**config.mk**
```make
export PLATFORM = sky130hd
export DESIGN_NAME = cache_mem_arbiter
export DESIGN_NICKNAME = d
export VERILOG_FILES = /design/src/rtl/cache_mem_arbiter.sv
export SDC_FILE = /design/constraint.sdc
export NUM_CORES = 1
export LEC_CHECK = 0
export ABC_AREA = 1
export BUFFER_PORTS_ARGS = -buffer_cell sky130_fd_sc_hd__buf_2
export CAP_MARGIN = 20
export CORE_AREA = 2 2 155 157
export DETAILED_ROUTE_END_ITERATION = 6
export DIE_AREA = 0 0 157 159
export PLACE_DENSITY_LB_ADDON = 0.2
export SYNTH_ARGS = -nofsm -noshare
export SYNTH_HDL_FRONTEND = slang
export SYNTH_SLANG_ARGS = --single-unit
export TNS_END_PERCENT = 50
```
**constraint.sdc**
```tcl
create_clock -name clk -period 1.8 [get_ports clk]
set_clock_uncertainty 0.05 [all_clocks]
set_input_delay 0.27 -clock clk [delete_from_list [all_inputs] [get_ports clk]]
set_output_delay 0.27 -clock clk [all_outputs]
set_load 0.005 [all_outputs]
```
**src/rtl/cache_mem_arbiter.sv**
```systemverilog
// Arbitrates I-cache and D-cache line fills (plus dirty-victim write-back) onto one memory port.
// Readies are one-cycle pulses; under both_access the two fills are released together.
module cache_mem_arbiter #(
  parameter int LINE_BITS = 64,
  parameter int ADDR_BITS = 16
) (
  input  logic                 clk,
  input  logic                 reset_n,
  input  logic                 i_miss,
  input  logic [ADDR_BITS-1:0] i_addr,
  input  logic                 d_miss,
  input  logic [ADDR_BITS-1:0] d_addr,
  input  logic                 d_wb,
  input  logic [ADDR_BITS-1:0] d_wb_addr,
  input  logic [LINE_BITS-1:0] d_wb_data,
  input  logic                 both_access,
  output logic                 i_ready,
  output logic                 d_ready,
  output logic [LINE_BITS-1:0] i_fill_data,
  output logic [LINE_BITS-1:0] d_fill_data,
  output logic                 mem_req,
  output logic                 mem_we,
  output logic [ADDR_BITS-1:0] mem_addr,
  output logic [LINE_BITS-1:0] mem_wdata,
  input  logic                 mem_ack,
  input  logic [LINE_BITS-1:0] mem_rdata,
  output logic [2:0]           dbg_state,
  output logic [1:0]           dbg_done
);

  // Handshake: a miss is a level held until its ready pulse is sampled; the memory side
  // holds mem_req and all mem_* fields stable until the single-cycle mem_ack.
  typedef enum logic [2:0] {
    IDLE   = 3'd0,
    D_WB   = 3'd1,
    D_FILL = 3'd2,
    I_FILL = 3'd3,
    HOLD   = 3'd4
  } state_t;

  state_t state_q, state_d;
  logic   i_done_q, i_done_d, d_done_q, d_done_d;
  logic   i_ready_d, d_ready_d;

  always_comb begin
    state_d   = state_q;
    i_done_d  = i_done_q;
    d_done_d  = d_done_q;
    i_ready_d = 1'b0;
    d_ready_d = 1'b0;
    case (state_q)
      IDLE: begin
        // A miss still high during its own ready cycle has already been served.
        if (d_miss && !d_ready)      state_d = d_wb ? D_WB : D_FILL;
        else if (i_miss && !i_ready) state_d = I_FILL;
      end
      D_WB: begin
        if (mem_ack) state_d = D_FILL;
      end
      D_FILL: begin
        if (mem_ack) begin
          if (both_access || i_done_q) begin
            d_done_d = 1'b1;
            state_d  = HOLD;
          end else begin
            d_ready_d = 1'b1;
            state_d   = IDLE;
          end
        end
      end
      I_FILL: begin
        if (mem_ack) begin
          if (both_access || d_done_q) begin
            i_done_d = 1'b1;
            state_d  = HOLD;
          end else begin
            i_ready_d = 1'b1;
            state_d   = IDLE;
          end
        end
      end
      HOLD: begin
        if (i_done_q && d_done_q) begin
          i_ready_d = 1'b1;
          d_ready_d = 1'b1;
          i_done_d  = 1'b0;
          d_done_d  = 1'b0;
          state_d   = IDLE;
        end else if (d_done_q && !d_miss) begin
          d_done_d = 1'b0;
          state_d  = IDLE;
        end else if (i_done_q && !i_miss) begin
          i_done_d = 1'b0;
          state_d  = IDLE;
        end else if (d_done_q && i_miss) begin
          state_d = I_FILL;
        end else if (i_done_q && d_miss) begin
          state_d = d_wb ? D_WB : D_FILL;
        end else if (!both_access) begin
          // Hazard controller no longer waits on both: release whatever is done.
          i_ready_d = i_done_q;
          d_ready_d = d_done_q;
          i_done_d  = 1'b0;
          d_done_d  = 1'b0;
          state_d   = IDLE;
        end
      end
      default: state_d = IDLE;
    endcase
  end

  always_ff @(posedge clk or negedge reset_n) begin
    if (!reset_n) begin
      state_q     <= IDLE;
      i_done_q    <= 1'b0;
      d_done_q    <= 1'b0;
      i_ready     <= 1'b0;
      d_ready     <= 1'b0;
      mem_addr    <= '0;
      mem_wdata   <= '0;
      i_fill_data <= '0;
      d_fill_data <= '0;
    end else begin
      state_q  <= state_d;
      i_done_q <= i_done_d;
      d_done_q <= d_done_d;
      i_ready  <= i_ready_d;
      d_ready  <= d_ready_d;
      // Memory fields are latched only on entry so they stay stable through the transaction.
      if (state_d != state_q) begin
        case (state_d)
          D_WB: begin
            mem_addr  <= {d_wb_addr[ADDR_BITS-1:2], 2'b00};
            mem_wdata <= d_wb_data;
          end
          D_FILL: begin
            mem_addr  <= {d_addr[ADDR_BITS-1:2], 2'b00};
            mem_wdata <= '0;
          end
          I_FILL: begin
            mem_addr  <= {i_addr[ADDR_BITS-1:2], 2'b00};
            mem_wdata <= '0;
          end
          default: ;
        endcase
      end
      if (mem_ack && state_q == D_FILL) d_fill_data <= mem_rdata;
      if (mem_ack && state_q == I_FILL) i_fill_data <= mem_rdata;
    end
  end

  assign mem_req   = (state_q == D_WB) || (state_q == D_FILL) || (state_q == I_FILL);
  assign mem_we    = (state_q == D_WB);
  assign dbg_state = state_q;
  assign dbg_done  = {d_done_q, i_done_q};

endmodule
```
=== Word-level counts from Yosys, hierarchy flattened ===
Cells that the tools add are included.

* Word-level logic and storage cells: 106
* Register bits: 215
* Bits of input ports: 183

* Reduce and logical (&&, ||, !) cells: 27
* Equal/unequal tests: 20
* Multiplexer cells: 50

{| class="wikitable"
|+ Operators with widths
! kind !! number
|-
| $pmux W64 S2 || 1
|-
| $pmux W16 S3 || 1
|-
| $mux W3 || 13
|-
| $mux W1 || 29
|-
| $ne A4 B4 Y1 const B || 7
|-
| $pmux W3 S5 || 1
|-
| $reduce_and A7 Y1 || 2
|-
| $eq A3 B2 Y1 const B || 4
|-
| $logic_and A1 B1 Y1 || 9
|-
| $ne A2 B2 Y1 const B || 4
|-
| $pmux W1 S2 || 4
|-
| $eq A3 B1 Y1 const B || 2
|-
| $reduce_bool A2 Y1 || 3
|-
| $logic_not A1 Y1 || 4
|-
| $logic_or A1 B1 Y1 || 4
|-
| $reduce_and A2 Y1 || 2
|-
| $eq A3 B3 Y1 const B || 1
|-
| $logic_not A3 Y1 || 1
|-
| $ne A3 B3 Y1 || 1
|-
| $ne A3 B3 Y1 const B || 1
|-
| $reduce_bool A3 Y1 || 1
|-
| $mux W2 || 1
|-
| $reduce_or A2 Y1 || 1
|}

=== Logic depth before layout (Yosys ltp) ===
Gate-level depths: netlist of run 1.

* Depth after elaboration: 11
* Depth in mapped cells: 14

=== Worst setup path before layout of run 1 ===
Ideal clock, no wire load.

* Path type: register to register
* From: reg state_q[2], in the netlist dbg_state[2]
* To: reg mem_wdata[40]
* Path slack: -114 ps
* Clock period less this slack: 1,914 ps
* Cell stages (with the launch flop): 13
* Library setup time: 116 ps
* Data required time: 1,634 ps
* Arrival: 1,748 ps
* Path through: dfrtp_1 -> buf_4 -> inv_2 -> nand2_1 -> nor2_1 -> a21oi_4 -> nand3_2 -> or2_1 -> buf_4 -> buf_6 -> buf_2 -> nand3_1 -> nand2_1

* Elaborated cells on any way between the ends: 25
* Classes of those cells: eq/ne: 8; mux: 13; reduce/logical: 4

{| class="wikitable"
|+ RTL lines
! element !! RTL line !! RTL
|-
| from (decl) || 41 || <nowiki>state_t state_q, state_d;</nowiki>
|-
| from (signal assigned) || 124 || <nowiki>state_q <= state_d;</nowiki>
|-
| $eq A3 B1 Y1 (*) || - ||
|-
| via mem_we || 22 || <nowiki>output logic mem_we,</nowiki>
|-
| $pmux W3 S5 (*) || 51 || <nowiki>case (state_q)</nowiki>
|-
| $eq A3 B2 Y1 || 131 || <nowiki>case (state_d)</nowiki>
|-
| $reduce_or A2 Y1 (no source line) || - ||
|-
| $reduce_bool A2 Y1 (no source line) || - ||
|-
| $reduce_and A2 Y1 (no source line) || - ||
|-
| to (signal assigned) || 134 || <nowiki>mem_wdata <= d_wb_data;</nowiki>
|-
| to (decl) || 24 || <nowiki>output logic [LINE_BITS-1:0] mem_wdata,</nowiki>
|}

The timed path passes the listed nets; every way through them passes the cells marked *.
A chain may end at the register's enable or synchronous reset.

=== Worst setup path after layout of run 1 ===
* From: reg state_q[2], in the netlist dbg_state[2]
* To: reg mem_addr[14]

* Cells in the longest elaborated chain, start to end: 10
* Elaborated cells on any way between the ends: 24
* Classes of those cells: eq/ne: 8; mux: 13; reduce/logical: 3

{| class="wikitable"
|+ RTL lines
! element !! RTL line !! RTL
|-
| $mux W3 || 99 || <nowiki>end else if (!both_access) begin</nowiki>
|-
| $mux W3 || 97 || <nowiki>end else if (i_done_q && d_miss) begin</nowiki>
|-
| $mux W3 || 95 || <nowiki>end else if (d_done_q && i_miss) begin</nowiki>
|-
| $mux W3 || 92 || <nowiki>end else if (i_done_q && !i_miss) begin</nowiki>
|-
| $mux W3 || 89 || <nowiki>end else if (d_done_q && !d_miss) begin</nowiki>
|-
| $mux W3 || 83 || <nowiki>if (i_done_q && d_done_q) begin</nowiki>
|-
| $pmux W3 S5 || 51 ||
|-
| $eq A3 B2 Y1 or $eq A3 B1 Y1 (tied branches) || 131 ||
|-
| $reduce_bool A3 Y1 (no source line) || - ||
|-
| $reduce_and A2 Y1 (no source line) || - ||
|-
| to (signal assigned) || 133 || <nowiki>mem_addr <= {d_wb_addr[ADDR_BITS-1:2], 2'b00};</nowiki>
|-
| to (signal assigned) || 137 || <nowiki>mem_addr <= {d_addr[ADDR_BITS-1:2], 2'b00};</nowiki>
|-
| to (signal assigned) || 141 || <nowiki>mem_addr <= {i_addr[ADDR_BITS-1:2], 2'b00};</nowiki>
|-
| to (decl) || 23 || <nowiki>output logic [ADDR_BITS-1:0] mem_addr,</nowiki>
|}

Parallel ways exist; a longest one is shown, timed or not. The select of a mux whose other input is x is not followed.

==> summary.txt, run 1 <==
Run status
  • Status: finished, violations left
  • Violated checks: negative setup slack

Clock tree
  • Clock Path Buffers: 3
  • TritonCTS Buffers: 24
  • Clock root buffer: clkbuf_16
  • Clock Latency Late Sink: 0.50 ns
  • H-tree Lvls: 1
  • CTS sink count: 213
  • CTS tree: yes
  • CTS clock-pin slew for the worst setup and hold paths: 0.06 ns

Place
  • GP Congestion: 0.8452
  • Port Buffers: 391
  • DP Area: 11900 um2
  • Detailed Place HPWL: 20230 um

Setup path
  • Critical-path cell list: buf_4, nand3_4, nor2_4, nand2_2, buf_6, nand3_2, or2_4, nand2_8, clkbuf_16, nand2_1, nand2_1
  • Worst setup SP type: flip-flop
  • R2R Path End: mem_addr[14]$_DFFE_PN0P_
  • Critical Path End Type: flip-flop
  • CP max-delay cell: dfrtp_2
  • Cells on worst reg2reg path: 11
  • CP most frequent cell: nand2_1
  • Worst path max stage delay: 0.47 ns
  • Worst Path Arrival: 2.34 ns
  • R2R setup slack: -0.14 ns
  • WS Path Type: reg -> reg
  • Req. time, crit path: 2.20 ns
  • Critical R2R Launch: dbg_state[2]$_DFF_PN0_
  • CP Max Fanout: 16
  • Crit path launch: dbg_state[2]$_DFF_PN0_

Drt
  • Router iterations before antenna repair: 7
  • Antenna-violating nets left: 0
  • # DRC: 0
  • DRT iter0 DRCs: 652
  • Met2 WL: 15030 um
  • Routed len/inst: 15.50 um
  • Via/cell ratio: 4.709
  • M1 wire length: 12310 um
  • Post-Route WL: 30240 um
  • Vias: 9187
  • Wire length on met3: 2139 um
  • Highest routed layer: met5

STA
  • F_max: 515.8 MHz
  • Fin crit period: 1.939 ns
  • Endpoints failing setup: 80
  • Final WS setup: -0.1388 ns
  • Hold Vio Cnt, Final: 0
  • Pins over their slew limit: 0
  • Unrepaired setup endpoints after global routing: yes
  • Hold_ws: 0.007293 ns
  • Setup TNS: -9.217 ns
  • Tcrit/Tclk final: 1.077

Logic synthesis
  • Top cells by area, synth: dfrtp_1, nand2_1, o21ai_0, nand3_1, inv_1
  • Fraction of registers with async set/reset: 1.000
  • Top FF cell, synth: dfrtp_1
  • Number of synthesized flops with an enable pin: 0
  • Cell Area, Synth: 9246 um2
  • Synth unique cells: 27
  • Synthesis warning total: 0
  • Most common cell in the synthesized netlist: nand2_1
  • Flops & latches, synth: 213
  • Most area-hungry cell type in the Yosys netlist: dfrtp_1
  • Top cells by count, synth: nand2_1, dfrtp_1, inv_1, o21ai_0, nand3_1
  • Post-synth top area share: 0.5765
  • Mapped Cells: 1119
  • Syn Area/Cell: 8.263 um2
  • Share of the yosys chip area belonging to registers: 0.5765

Global route
  • Vias in the first global route: 8859
  • Largest net degree at the start of global routing: 95
  • First-pass GRT wire length: 46360 um
  • Tot GR Track Use: 0.2291
  • Initial antenna violation count: 3
  • Overflow left after global routing: 0

Floorplan
  • Starting Density: 0.3987
  • Core outline area: 23190 um2
  • Row count: 56
  • Die Y: 159 um
  • DIE AREA: 24960 um2
  • Die width: 157 um
  • Ports: 400

Power and ir drop
  • Pleak: 8.020 nW
  • VDD IR-drop max: 1.451 mV
  • Pwr per Cell Area: 1948 nW/um2

Hold path
  • Worst hold path class: in -> reg
  • Hold Path End: d_fill_data[56]$_DFFE_PN0P_
  • Hold_sp: mem_rdata[56]
  • WHS Path Cells: 3

Layout
  • Post-route cell area: 14000 um2
  • Layout cells sized above 1: 0.3562
  • Final nets: 1797
  • Fill cell count: 2068
  • Area delta synth->final: 51.41%

Flow run
  • Max_cap viols: 0
## timing repair
item,4_1_cts,5_1_grt
hold endpoints to repair,276,0
setup endpoints to repair,109,145
pin swaps,3,1
setup buffers,15,7
resized for setup,25,60
hold buffers,61,0
cloned,2,6
## worst max-delay path by stage
stage,end,slack [ns],depth (start not counted)
floorplan,mem_wdata[40]$_DFFE_PN0P_,-0.03,12
global placement,mem_wdata[48]$_DFFE_PN0P_,-0.14,9
detailed placement,mem_wdata[49]$_DFFE_PN0P_,-0.21,9
CTS,mem_req,-0.1,6
global route,mem_wdata[51]$_DFFE_PN0P_,-0.26,12
finish,mem_addr[14]$_DFFE_PN0P_,-0.14,11
## placed cells by master, fill, tap and decap left out, types with 13 or more instances in the layout
cell type        n
clkbuf_16       29
dlygate4sd3_1   61
buf_4           61
nand2_4         13
nand2_2         19
nand3_1        122
dfrtp_1        209
nand4_1         16
buf_2          390
inv_1          139
o21ai_0        128
nand2_1        276
nor2_1          76
## registers in the layout, summed over array words and instances (netlist names)
register,cells
i_ready,1
i_done_q,1
mem_addr,14
dbg_state,3
d_ready,1
d_done_q,1
d_fill_data,64
mem_wdata,64
i_fill_data,64
## layout make-up
| class | count | area, um2 | area share |
|---|---|---|---|
| sequential | 213 | 5335 | 0.3811 |
| multi-input combinational | 687 | 3287 | 0.2348 |
| tap | 319 | 399.1 | 0.02851 |
| inverter | 146 | 564.3 | 0.04031 |
| clock buffer | 41 | 754.5 | 0.05389 |
| clock inverter | 2 | 46.29 | 0.003307 |
| antenna | 1 | 2.502 | 0.0001787 |
| timing repair buffer | 542 | 3611 | 0.2579 |
## power by group
group          switching [mW]  internal (mW)
clock                    1.91           2.98
combinational            7.77           6.41
sequential               1.22           6.99
## through the flow
stage | power (mW) | util | cells | setup WS, ns
after floorplan | 14.58 | - | 1120 | -0.02998
after global placement | 19.42 | 0.5129 | 1816 | -0.1389
after detailed placement | 19.66 | 0.5129 | 1816 | -0.2065
after CTS | 25.69 | 0.5857 | 1937 | -0.09687
after global routing | 29.30 | 0.6036 | 1951 | -0.2617
final | 27.27 | 0.6036 | 1951 | -0.1388
## critical path, delay by kind of cell, from the launching register on
kind          cells  cell delay (ns)
buf+inv           3             0.46
flops             1             0.47
simple gates      8             0.89
## kinds of logic after synthesis
group | count (synthesis) | synth area share
compound gates | 142 | 0.07997
buf+inv | 221 | 0.09716
flops | 213 | 0.5765
other cells | 1 | 0.0004056
simple gates | 542 | 0.2460
## routing by layer
metal  vias up  GRT usage
li1       4491          -
met1      4307     0.2903
met2       330     0.3925
met3        55    0.05144
met4         4    0.06505
met5         -          0
(Power assumes the default switching activity.)
==> inputs of run 2 (changes only) <==
--- a/config.mk
+++ b/config.mk
@@ -11,7 +11,7 @@
 export CORE_AREA = 2 2 155 157
 export DETAILED_ROUTE_END_ITERATION = 6
 export DIE_AREA = 0 0 157 159
-export PLACE_DENSITY_LB_ADDON = 0.2
+export PLACE_DENSITY = 0.71
 export SYNTH_ARGS = -nofsm -noshare
 export SYNTH_HDL_FRONTEND = slang
 export SYNTH_SLANG_ARGS = --single-unit
==> run 2 against run 1 <==
  * The run still ends with negative setup slack left
  * Setup slack better by 0.0063 ns
  * Largest power group unchanged
  * Register-to-register slack about the same
  * Die area unchanged
  * Flip-flop and latch count unchanged
  * Final area up 2.8%
  * Largest cell class unchanged
  * Highest routed layer is now met4
  * Critical path depth unchanged
==> summary.txt, run 2 (synthesis gave the netlist of run 1 again) <==
Run status
  • Status: finished, violations left
  • Violated checks: negative setup slack

Hold path
  • WHS Path Cells: 5
  • Hold_sp: d_wb_data[31]
  • Worst hold path class: in -> reg
  • Hold Path End: mem_wdata[31]$_DFFE_PN0P_

Layout
  • Final nets: 1810
  • Biggest regs: d_fill_data (64), i_fill_data (64), mem_wdata (64)
  • N_diodes: 0
  • Most frequent cells in the layout: buf_2, nand2_1, dfrtp_1, inv_1, nand3_1
  • Most common cell after layout, fill and taps aside: buf_2
  • Area delta synth->final: 55.66%
  • Post-route cell area: 14390 um2
  • Post-layout util: 0.6206
  • Final Non-Filler Cells: 1964
  • Layout cells sized above 1: 0.3629

Floorplan
  • Die Y: 159 um
  • Core outline area: 23190 um2
  • Ports: 400
  • Row count: 56
  • Die width: 157 um
  • Starting Density: 0.3987
  • DIE AREA: 24960 um2

Drt
  • Vias: 9713
  • DRT iter0 DRCs: 878
  • Router iterations before antenna repair: 5
  • # DRC: 0
  • Routed len/inst: 17.11 um
  • Antenna-violating nets left: 0
  • Post-Route WL: 33600 um
  • Via/cell ratio: 4.946

Place
  • Port Buffers: 391
  • DP Cell Count: 1812
  • GP Congestion: 0.9217
  • DP Area: 11900 um2
  • Pre-CTS setup slack: -0.2265 ns
  • Detailed Place HPWL: 19940 um

Setup path
  • Critical R2R Launch: dbg_state[1]$_DFF_PN0_
  • Worst Path Arrival: 2.35 ns
  • R2R Path End: mem_wdata[50]$_DFFE_PN0P_
  • Cells on worst reg2reg path: 11
  • CP Max Fanout: 14
  • CP max-delay cell: dfrtp_2
  • Worst path max stage delay: 0.48 ns
  • Critical-path cell list: nor2_4, nand3_4, nor2_4, nand2_4, nand4_1, nand2_2, nand2_4, buf_12, clkbuf_16, nand3_1, nand2_1
  • R2R setup slack: -0.13 ns
  • Worst setup SP type: flip-flop
  • WS Path Type: reg -> reg
  • Req. time, crit path: 2.21 ns
  • Critical Path End Type: flip-flop

STA
  • Fin crit period: 1.933 ns
  • Endpoints failing setup: 79
  • Unrepaired setup endpoints after global routing: yes
  • Tcrit/Tclk final: 1.074
  • Setup TNS: -7.313 ns
  • Hold_ws: 0.009404 ns
  • F_max: 517.5 MHz
  • Pins over their slew limit: 0
  • Final WS setup: -0.1325 ns
  • Hold Vio Cnt, Final: 0

Power and ir drop
  • VDD IR-drop max: 0.9462 mV
  • Pwr per Cell Area: 2016 nW/um2
  • Pleak: 8.162 nW
  • Power, Total: 29.02 mW

Global route
  • First-pass GRT wire length: 47530 um
  • Vias in the first global route: 9061
  • Tot GR Track Use: 0.2369
  • Overflow left after global routing: 0
  • Initial antenna violation count: 0
  • Largest net degree at the start of global routing: 130

Clock tree
  • Clock Path Buffers: 3
  • CTS sink count: 213
  • H-tree Lvls: 1
  • CTS clock-pin slew for the worst setup and hold paths: 0.06 ns
  • CTS tree: yes
  • Clock Latency Late Sink: 0.52 ns
  • TritonCTS Buffers: 25
  • Clock root buffer: clkbuf_16

Flow run
  • Max_cap viols: 0
==> run 2: timing repair <==
item | 4_1_cts | 5_1_grt
setup buffers | 13 | 4
hold buffers | 73 | 0
endpoints found under the setup margin | 78 | 145
hold endpoints to repair | 168 | 0
cloned | 4 | 13
gates resized for setup | 35 | 99
pin swaps | 17 | 14
==> run 2: per-layer routing <==
metal  vias up  GRT usage  routed length [um]
li1       4533          -                   -
met1      4532     0.3115               13460
met2       521     0.3890               16110
met3       127    0.03620                2642
met4         0     0.1018                1394
met5         -          0                   0
==> run 2: worst max-delay path by stage <==
stage                     depth (start not counted)                    from                         to  slack (ns)
after global routing                             12  dbg_state[2]$_DFF_PN0_   mem_wdata[9]$_DFFE_PN0P_       -0.23
after floorplan                                  12  dbg_state[2]$_DFF_PN0_  mem_wdata[40]$_DFFE_PN0P_       -0.03
after detailed placement                          9  dbg_state[1]$_DFF_PN0_  mem_wdata[34]$_DFFE_PN0P_       -0.23
final                                            11  dbg_state[1]$_DFF_PN0_  mem_wdata[50]$_DFFE_PN0P_       -0.13
after CTS                                        10  dbg_state[0]$_DFF_PN0_  mem_wdata[59]$_DFFE_PN0P_       -0.05
after global placement                           11  dbg_state[1]$_DFF_PN0_  mem_wdata[34]$_DFFE_PN0P_       -0.17
==> run 2: final cells by class <==
class	instances	area (um2)
timing repair buffer	555	3950
clock buffer	33	695.7
fill	1892	8800
sequential	213	5335
multi-input combinational	686	3318
clock inverter	12	130.1
inverter	146	564.3
tap	319	399.1
==> run 2: worst max-delay path: cells and delay by family (launching register included) <==
family                 cells  cell delay, ns
AND/OR/NAND/NOR            9            0.99
flip-flops                 1            0.48
buffers and inverters      2            0.34
==> run 2: report_power, final <==
group          internal (mW)  switching, mW  total [mW]
clock network           3.02           2.03        5.04
registers               6.99           1.23        8.22
logic                   7.15           8.61        15.8
total                   17.2           11.9        29.0
